**src/rtl/simproc_boot_ctrl.sv**
```systemverilog
// simproc_boot_ctrl: UART command sequencer that loads instruction memory, runs the CPU and reports status.
// Define SIMPROC_BOOT_CSUM_EN to require a trailing checksum byte after every load (replies 'K' or 'E').
module simproc_boot_ctrl #(
    parameter int ADDR_W = 8
) (
    input  logic              clk,
    input  logic              rst_n,
    input  logic              rx_valid,
    input  logic [7:0]        rx_data,
    output logic              tx_valid,
    input  logic              tx_ready,
    output logic [7:0]        tx_data,
    output logic              mem_we,
    output logic [ADDR_W-1:0] mem_addr,
    output logic [7:0]        mem_wdata,
    output logic              cpu_run,
    input  logic              cpu_halt,
    input  logic              cpu_done,
    output logic              busy,
    output logic [2:0]        dbg_state
);

    // Handshakes: rx is a 1-cycle strobe with no backpressure (bytes arriving in RESP are dropped);
    // tx transfers a byte on any cycle with tx_valid && tx_ready, and tx_data is stable while waiting.

    localparam logic [7:0] CMD_LOAD   = 8'h4C;
    localparam logic [7:0] CMD_RUN    = 8'h52;
    localparam logic [7:0] CMD_STATUS = 8'h53;
    localparam logic [7:0] CMD_ABORT  = 8'h41;
    localparam logic [7:0] RSP_OK     = 8'h4B;
    localparam logic [7:0] RSP_BAD    = 8'h3F;
    localparam logic [7:0] RSP_DONE   = 8'h44;
    localparam logic [7:0] RSP_HALT   = 8'h48;
`ifdef SIMPROC_BOOT_CSUM_EN
    localparam logic [7:0] RSP_ERR    = 8'h45;
`endif

    typedef enum logic [2:0] {
        IDLE   = 3'd0,
        L_ADDR = 3'd1,
        L_LEN  = 3'd2,
        L_DATA = 3'd3,
`ifdef SIMPROC_BOOT_CSUM_EN
        L_CSUM = 3'd6,
`endif
        RUN    = 3'd4,
        RESP   = 3'd5
    } state_t;

    state_t            state;
    state_t            state_next;
    logic [ADDR_W-1:0] wr_ptr;
    logic [8:0]        remaining;
    logic              overrun;
    logic              status_reply;
    logic              resp_load;
    logic              resp_status;
    logic [7:0]        resp_byte;

`ifdef SIMPROC_BOOT_CSUM_EN
    logic [7:0] csum;

    always_ff @(posedge clk or negedge rst_n) begin
        if (!rst_n) begin
            csum <= 8'h00;
        end else if (rx_valid && state == L_ADDR) begin
            csum <= rx_data;
        end else if (rx_valid && (state == L_LEN || state == L_DATA)) begin
            csum <= csum + rx_data;
        end
    end
`endif

    always_ff @(posedge clk or negedge rst_n) begin
        if (!rst_n) begin
            state <= IDLE;
        end else begin
            state <= state_next;
        end
    end

    always_comb begin
        state_next  = state;
        resp_load   = 1'b0;
        resp_status = 1'b0;
        resp_byte   = 8'h00;
        case (state)
            IDLE: begin
                if (rx_valid) begin
                    case (rx_data)
                        CMD_LOAD: state_next = L_ADDR;
                        CMD_RUN:  state_next = RUN;
                        CMD_STATUS: begin
                            state_next  = RESP;
                            resp_load   = 1'b1;
                            resp_status = 1'b1;
                            resp_byte   = {5'b0, overrun, cpu_done, cpu_halt};
                        end
                        default: begin
                            state_next = RESP;
                            resp_load  = 1'b1;
                            resp_byte  = RSP_BAD;
                        end
                    endcase
                end
            end
            L_ADDR: if (rx_valid) state_next = L_LEN;
            L_LEN:  if (rx_valid) state_next = L_DATA;
            L_DATA: begin
                if (rx_valid && remaining == 9'd1) begin
`ifdef SIMPROC_BOOT_CSUM_EN
                    state_next = L_CSUM;
`else
                    state_next = RESP;
                    resp_load  = 1'b1;
                    resp_byte  = RSP_OK;
`endif
                end
            end
`ifdef SIMPROC_BOOT_CSUM_EN
            L_CSUM: begin
                // csum already includes the last data byte here
                if (rx_valid) begin
                    state_next = RESP;
                    resp_load  = 1'b1;
                    resp_byte  = (rx_data == csum) ? RSP_OK : RSP_ERR;
                end
            end
`endif
            RUN: begin
                if (rx_valid && rx_data == CMD_ABORT) begin
                    state_next = RESP;
                    resp_load  = 1'b1;
                    resp_byte  = CMD_ABORT;
                end else if (cpu_done) begin
                    state_next = RESP;
                    resp_load  = 1'b1;
                    resp_byte  = RSP_DONE;
                end else if (cpu_halt) begin
                    state_next = RESP;
                    resp_load  = 1'b1;
                    resp_byte  = RSP_HALT;
                end
            end
            RESP: if (tx_ready) state_next = IDLE;
            default: state_next = IDLE;
        endcase
    end

    always_ff @(posedge clk or negedge rst_n) begin
        if (!rst_n) begin
            mem_we       <= 1'b0;
            mem_addr     <= '0;
            mem_wdata    <= 8'h00;
            wr_ptr       <= '0;
            remaining    <= 9'd0;
            tx_data      <= 8'h00;
            status_reply <= 1'b0;
            overrun      <= 1'b0;
            cpu_run      <= 1'b0;
        end else begin
            mem_we  <= 1'b0;
            cpu_run <= (state_next == RUN);
            if (resp_load) begin
                tx_data      <= resp_byte;
                status_reply <= resp_status;
            end
            if (rx_valid) begin
                case (state)
                    L_ADDR: wr_ptr <= ADDR_W'(rx_data);
                    L_LEN:  remaining <= (rx_data == 8'h00) ? 9'd256 : {1'b0, rx_data};
                    L_DATA: begin
                        mem_we    <= 1'b1;
                        mem_addr  <= wr_ptr;
                        mem_wdata <= rx_data;
                        wr_ptr    <= wr_ptr + ADDR_W'(1);
                        remaining <= remaining - 9'd1;
                    end
                    default: ;
                endcase
            end
            // A byte dropped on the same cycle as a status handshake still leaves overrun set
            if (state == RESP && tx_ready && status_reply) overrun <= 1'b0;
            if (state == RESP && rx_valid) overrun <= 1'b1;
        end
    end

    assign tx_valid  = (state == RESP);
    assign busy      = (state != IDLE);
    assign dbg_state = state;

endmodule

```
**config.mk**
```make
export PLATFORM = sky130hd
export DESIGN_NAME = simproc_boot_ctrl
export DESIGN_NICKNAME = d
export VERILOG_FILES = /design/src/rtl/simproc_boot_ctrl.sv
export SDC_FILE = /design/constraint.sdc
export NUM_CORES = 1
export LEC_CHECK = 0
export CORE_ASPECT_RATIO = 1.2
export CORE_UTILIZATION = 52
export DETAILED_ROUTE_END_ITERATION = 16
export MAX_ROUTING_LAYER = met4
export PLACE_DENSITY = 0.84
export SLEW_MARGIN = 0
export SYNTH_ARGS = -nofsm -noshare
export SYNTH_HDL_FRONTEND = slang
export SYNTH_SLANG_ARGS = --single-unit
```
**constraint.sdc**
```tcl
create_clock -name clk -period 2.2 [get_ports clk]
set_input_delay 0.44 -clock clk [delete_from_list [all_inputs] [get_ports clk]]
set_output_delay 0.44 -clock clk [all_outputs]
set_load 0.005 [all_outputs]
```
### Word-level counts from Yosys, hierarchy flattened

Cells that the tools add are included.
W data, S select, Z words.

| storage, ports and cells | value |
|---|---|
| register bits | 48 |
| input bits | 14 |
| word-level logic and storage cells | 72 |
| output and inout port bits | 31 |

| cells by class | value |
|---|---|
| equality and inequality tests | 11 |
| reduce and logical (&&, ||, !) cells | 15 |
| mux-type cells | 34 |
| $add $sub $neg | 2 |

Operator list:

| operator | number |
|---|---|
| $eq A8 B7 Y1 const B | 4 |
| $mux W7 | 4 |
| $mux W3 | 8 |
| $pmux W7 S3 | 1 |
| $pmux W3 S6 | 1 |
| $pmux W9 S2 | 1 |
| $pmux W8 S2 | 1 |
| $mux W1 | 13 |
| $pmux W6 S2 | 1 |
| $eq A3 B3 Y1 const B | 3 |
| $eq A9 B1 Y1 const B | 1 |
| $mux W9 | 1 |
| $sub A9 B1 Y9 const B | 1 |
| $add A8 B1 Y8 const B | 1 |
| $logic_not A8 Y1 | 1 |
| $eq A3 B2 Y1 const B | 2 |
| $mux W6 | 1 |
| $pmux W3 S2 | 1 |
| $reduce_and A2 Y1 | 3 |
| $reduce_bool A2 Y1 | 3 |
| $logic_and A1 B1 Y1 | 5 |
| $eq A3 B1 Y1 const B | 1 |
| $logic_not A3 Y1 | 1 |
| $pmux W1 S3 | 1 |
| 2 further kinds | 2 |

### Depth between registers and ports, before layout

| depth | value |
|---|---|
| depth after elaboration | 5 |
| gate-level depth with buffers | 7 |
| depth with buffers taken out | 6 |

### Worst setup path after synthesis

OpenSTA, ideal clock, no wires.

| path | value |
|---|---|
| path type | register -> register |
| start point | register remaining[2] |
| end point | register remaining[7] |
| library setup time | 121 ps |
| arrival | 1,725 ps |
| buffers on the path | 0 |
| cell stages (with the launch flop) | 5 |
| setup slack | 354 ps |
| clock period less this slack | 1,846 ps |
| required time | 2,079 ps |
| path through | dfrtp_1 or4_4 or4_4 o22a_1 o22a_1 |

| between the ends | value |
|---|---|
| word-level cells in the longest chain between the ends | 2 |

RTL lines:

| element | RTL line | text |
|---|---|---|
| start: declaration | 53 | `logic [8:0] remaining;` |
| start signal: assignment | 171 | `L_LEN: remaining <= (rx_data == 8'h00) ? 9'd256 : {1'b0, rx_data};` |
| start signal: assignment | 177 | `remaining <= remaining - 9'd1;` |
| $sub A9 B1 Y9 | 177 |  |
| $pmux W9 S2 | 169 | `case (state)` |

Every way passes these cells.
A chain may end at the register's enable or synchronous reset.

### Worst setup path in the final report

| path | value |
|---|---|
| start point | register state[1] (netlist: dbg_state[1]) |
| end point | output port tx_valid |

| between the ends | value |
|---|---|
| word-level cells in the longest chain between the ends | 1 |

RTL lines:

| element | RTL line | text |
|---|---|---|
| start: declaration | 50 | `state_t state;` |
| start signal: assignment | 78 | `state <= state_next;` |
| $eq A3 B3 Y1 | 188 | `assign tx_valid = (state == RESP);` |
| end: declaration | 10 | `output logic tx_valid,` |

Every way passes these cells.

==> results.sh <==
export IMPL_status="complete, no violations"
export IMPL_setup_viol=0
export IMPL_period_share_pct=94.7
export IMPL_synth_largest_area_cell="dfrtp_1"
export IMPL_fin_skew_ns=0.00974
export IMPL_synth_cell_type_count=50
export IMPL_async_reset_ff_share_pct=100
export IMPL_stdcell_area_mm2=0.00316
export IMPL_ys_ff_latch=46
export IMPL_cts_reportedPaths_clkPinSlew_ns=0.09
export IMPL_reg2reg_slack_ns=0.26
export IMPL_clock_latency_ns=0.29
export IMPL_gp_congestion=0.921
export IMPL_rows=26
export IMPL_wl_um=5920
export IMPL_n_antenna_cell=0
export IMPL_slew_viol_final=0
export IMPL_synthTopCellsByArea="dfrtp_1 (48%), nand2_1 (8.6%), o21ai_0 (5.2%)"
export IMPL_cts_max_path_buffers=2
export IMPL_fin_crit_ns=2.08
export IMPL_path_cells="and3b_1 -> clkdlybuf4s50_1"
export IMPL_yosysMostFrequentCell="nand2_1"
export IMPL_ios=45
export IMPL_drive_gt1_share_pct=13.9
export IMPL_synth_area_per_cell_um2=8.83
export IMPL_startpoint_type="register"
export IMPL_endpoint_kind="primary output"
export IMPL_worst_pin_slew_ns=0.591
export IMPL_grt_pass1_wl_um=9910
export IMPL_synth_edff_count=0
export IMPL_place_area_mm2=0.00305
export IMPL_cp_max_fo=13
export IMPL_drc=0
export IMPL_viasPerCell=5.85
export IMPL_grt_max_degree=47
export IMPL_cp_depth=2
export IMPL_synth_ff_type="dfrtp_1"
export IMPL_ant_nets=0
export IMPL_p_per_area_mw_per_mm2=1230
export IMPL_drt_iter0_drc=202
export IMPL_grt_ovfl_total=0
export IMPL_critPathBufInv=1
export IMPL_regToRegEndpoint="remaining[7]"
export IMPL_die_w_um=64.1
export IMPL_fp_coreArea_mm2=0.00436
export IMPL_dieArea_mm2=0.00491
export IMPL_syn_nets=290
export IMPL_cts_setup_buffers=0
export IMPL_synth_common_cells="nand2_1 (55), dfrtp_1 (46), o21ai_0 (25)"
export IMPL_numCtsBuffers=5
export IMPL_start_util_pct=55.3
export IMPL_power_mw=3.89
export IMPL_dp_hpwl_um=4280
export IMPL_slew_limit_headroom_pct=60.5
export IMPL_grt_pass1_vias=2115
export IMPL_cts_sinks=46
export IMPL_port_buffers=43
export IMPL_die_h_um=76.6
export IMPL_cp_startpoint="dbg_state[1]"
export IMPL_finalHoldViolations=0
export IMPL_arrival_ns=1.64
export IMPL_cpLargestDelayFamily="buffers and inverters"
export IMPL_cap_violations=0
export IMPL_fin_tns_setup_ns=0
export IMPL_netlist_instances=273
export IMPL_cts_tree="yes"
export IMPL_required_ns=1.76
export IMPL_seq_area_mm2=0.00115
export IMPL_dp_cells=385
export IMPL_reg2reg_depth=4
export IMPL_synth_top_area_share_pct=47.8
export IMPL_syn_to_final_growth_pct=31.2
export IMPL_min_path_type="input port to async pin"
export IMPL_ys_seq_area_share_pct=47.8
export IMPL_rr_startpoint="remaining[2]"
export IMPL_antenna_found_initial=0
export IMPL_p_leak_nw=1.38
export IMPL_max_stage_delay_ns=0.52
export IMPL_ir_drop_v=0.000543
export IMPL_multi_input_area_mm2=0.00115
export IMPL_via_count=2299
export IMPL_htreeDepth=2
export IMPL_firstDrtPassIters=5
export IMPL_endpoint="tx_valid"
export IMPL_num_nets_final=353
export IMPL_fmax_ghz=0.480
export IMPL_syn_area_mm2=0.00241
export IMPL_ys_warn_count=0
export IMPL_slowest_stage="clkdlybuf4s50_1"
export IMPL_path_class="register to primary output"
export IMPL_clock_root_buffer="clkbuf_8"
export IMPL_cts_resized_gates=0
export IMPL_whs_ns=0.207
export IMPL_n_fill_cell=335
export IMPL_wl_per_cell_um=15.1
export IMPL_hold_buffers=0
export IMPL_rsz0062_at_grt="false"
export IMPL_grt_use_total_pct=26.7
export IMPL_fin_cells=393
## power breakdown
part           switching, mW  internal (mW)
logic                  0.794          0.954
registers              0.357           1.22
clock network          0.275          0.288
total                   1.43           2.46
## flip-flops by register name (all words and copies together) (netlist names)
register / count
cpu_run: 1
dbg_state: 3
mem_addr: 8
mem_wdata: 8
mem_we: 1
overrun: 1
remaining: 9
status_reply: 1
tx_data: 6
wr_ptr: 8
## placed cells by master, fill, tap and decap left out, types with 3 or more instances in the layout
cell	instances
nor4_1	3
nor2_1	12
or3_1	3
nand4_1	4
buf_4	29
inv_1	10
ha_1	3
nand2_1	55
dfrtp_1	45
o21ai_0	25
o22ai_1	4
clkbuf_8	7
a21oi_1	18
nand3b_1	4
a22oi_1	4
clkdlybuf4s50_1	42
nor3b_1	5
o211ai_1	6
nor3_1	4
nand3_1	11
## routing by layer
layer	routed length, µm	GRT usage, %
met5	0	-
met4	76	10.7
met3	321	3.44
met2	3040	43.3
met1	2480	33.7
## final cells by class
cell class	instances	share of cell area [%]
Clock buffer	7	3.05
Multi-Input combinational cell	201	36.5
Tap cell	56	2.22
Timing Repair Buffer	72	20.3
Sequential cell	46	36.5
Clock inverter	1	0.277
Inverter	10	1.19
## metrics by stage
stage / setup slack [ns] / util (%)
2_1_floorplan: 0.354 / -
3_3_place_gp: -0.0881 / 70.1
3_5_place_dp: -0.156 / 70.1
4_1_cts: 0.0699 / 72.5
5_1_grt: 0.0242 / 72.5
6_report: 0.117 / 72.5
## cell families (layout without fill, tap and decap cells)
group	after synthesis	count (layout)	share of synthesized area, %
compound gates	75	75	19.3
fa+ha+maj	3	3	1.56
buf+inv	26	90	4.41
flops	46	46	47.8
other cells	1	1	0.156
simple gates	122	122	26.8
## worst min path at each step
| stage | slack, ns | to | from |
|---|---|---|---|
| finish | 0.21 | status_reply | rst_n |
| global route | 0.26 | status_reply | rst_n |
| CTS | 0.24 | status_reply | rst_n |
| detailed placement | 0.46 | mem_wdata[2] | mem_wdata[2] |
| global placement | 0.46 | mem_wdata[1] | mem_wdata[1] |
| floorplan | 0.14 | cpu_run | rst_n |
Note: power is estimated with default switching activity, not from simulation.
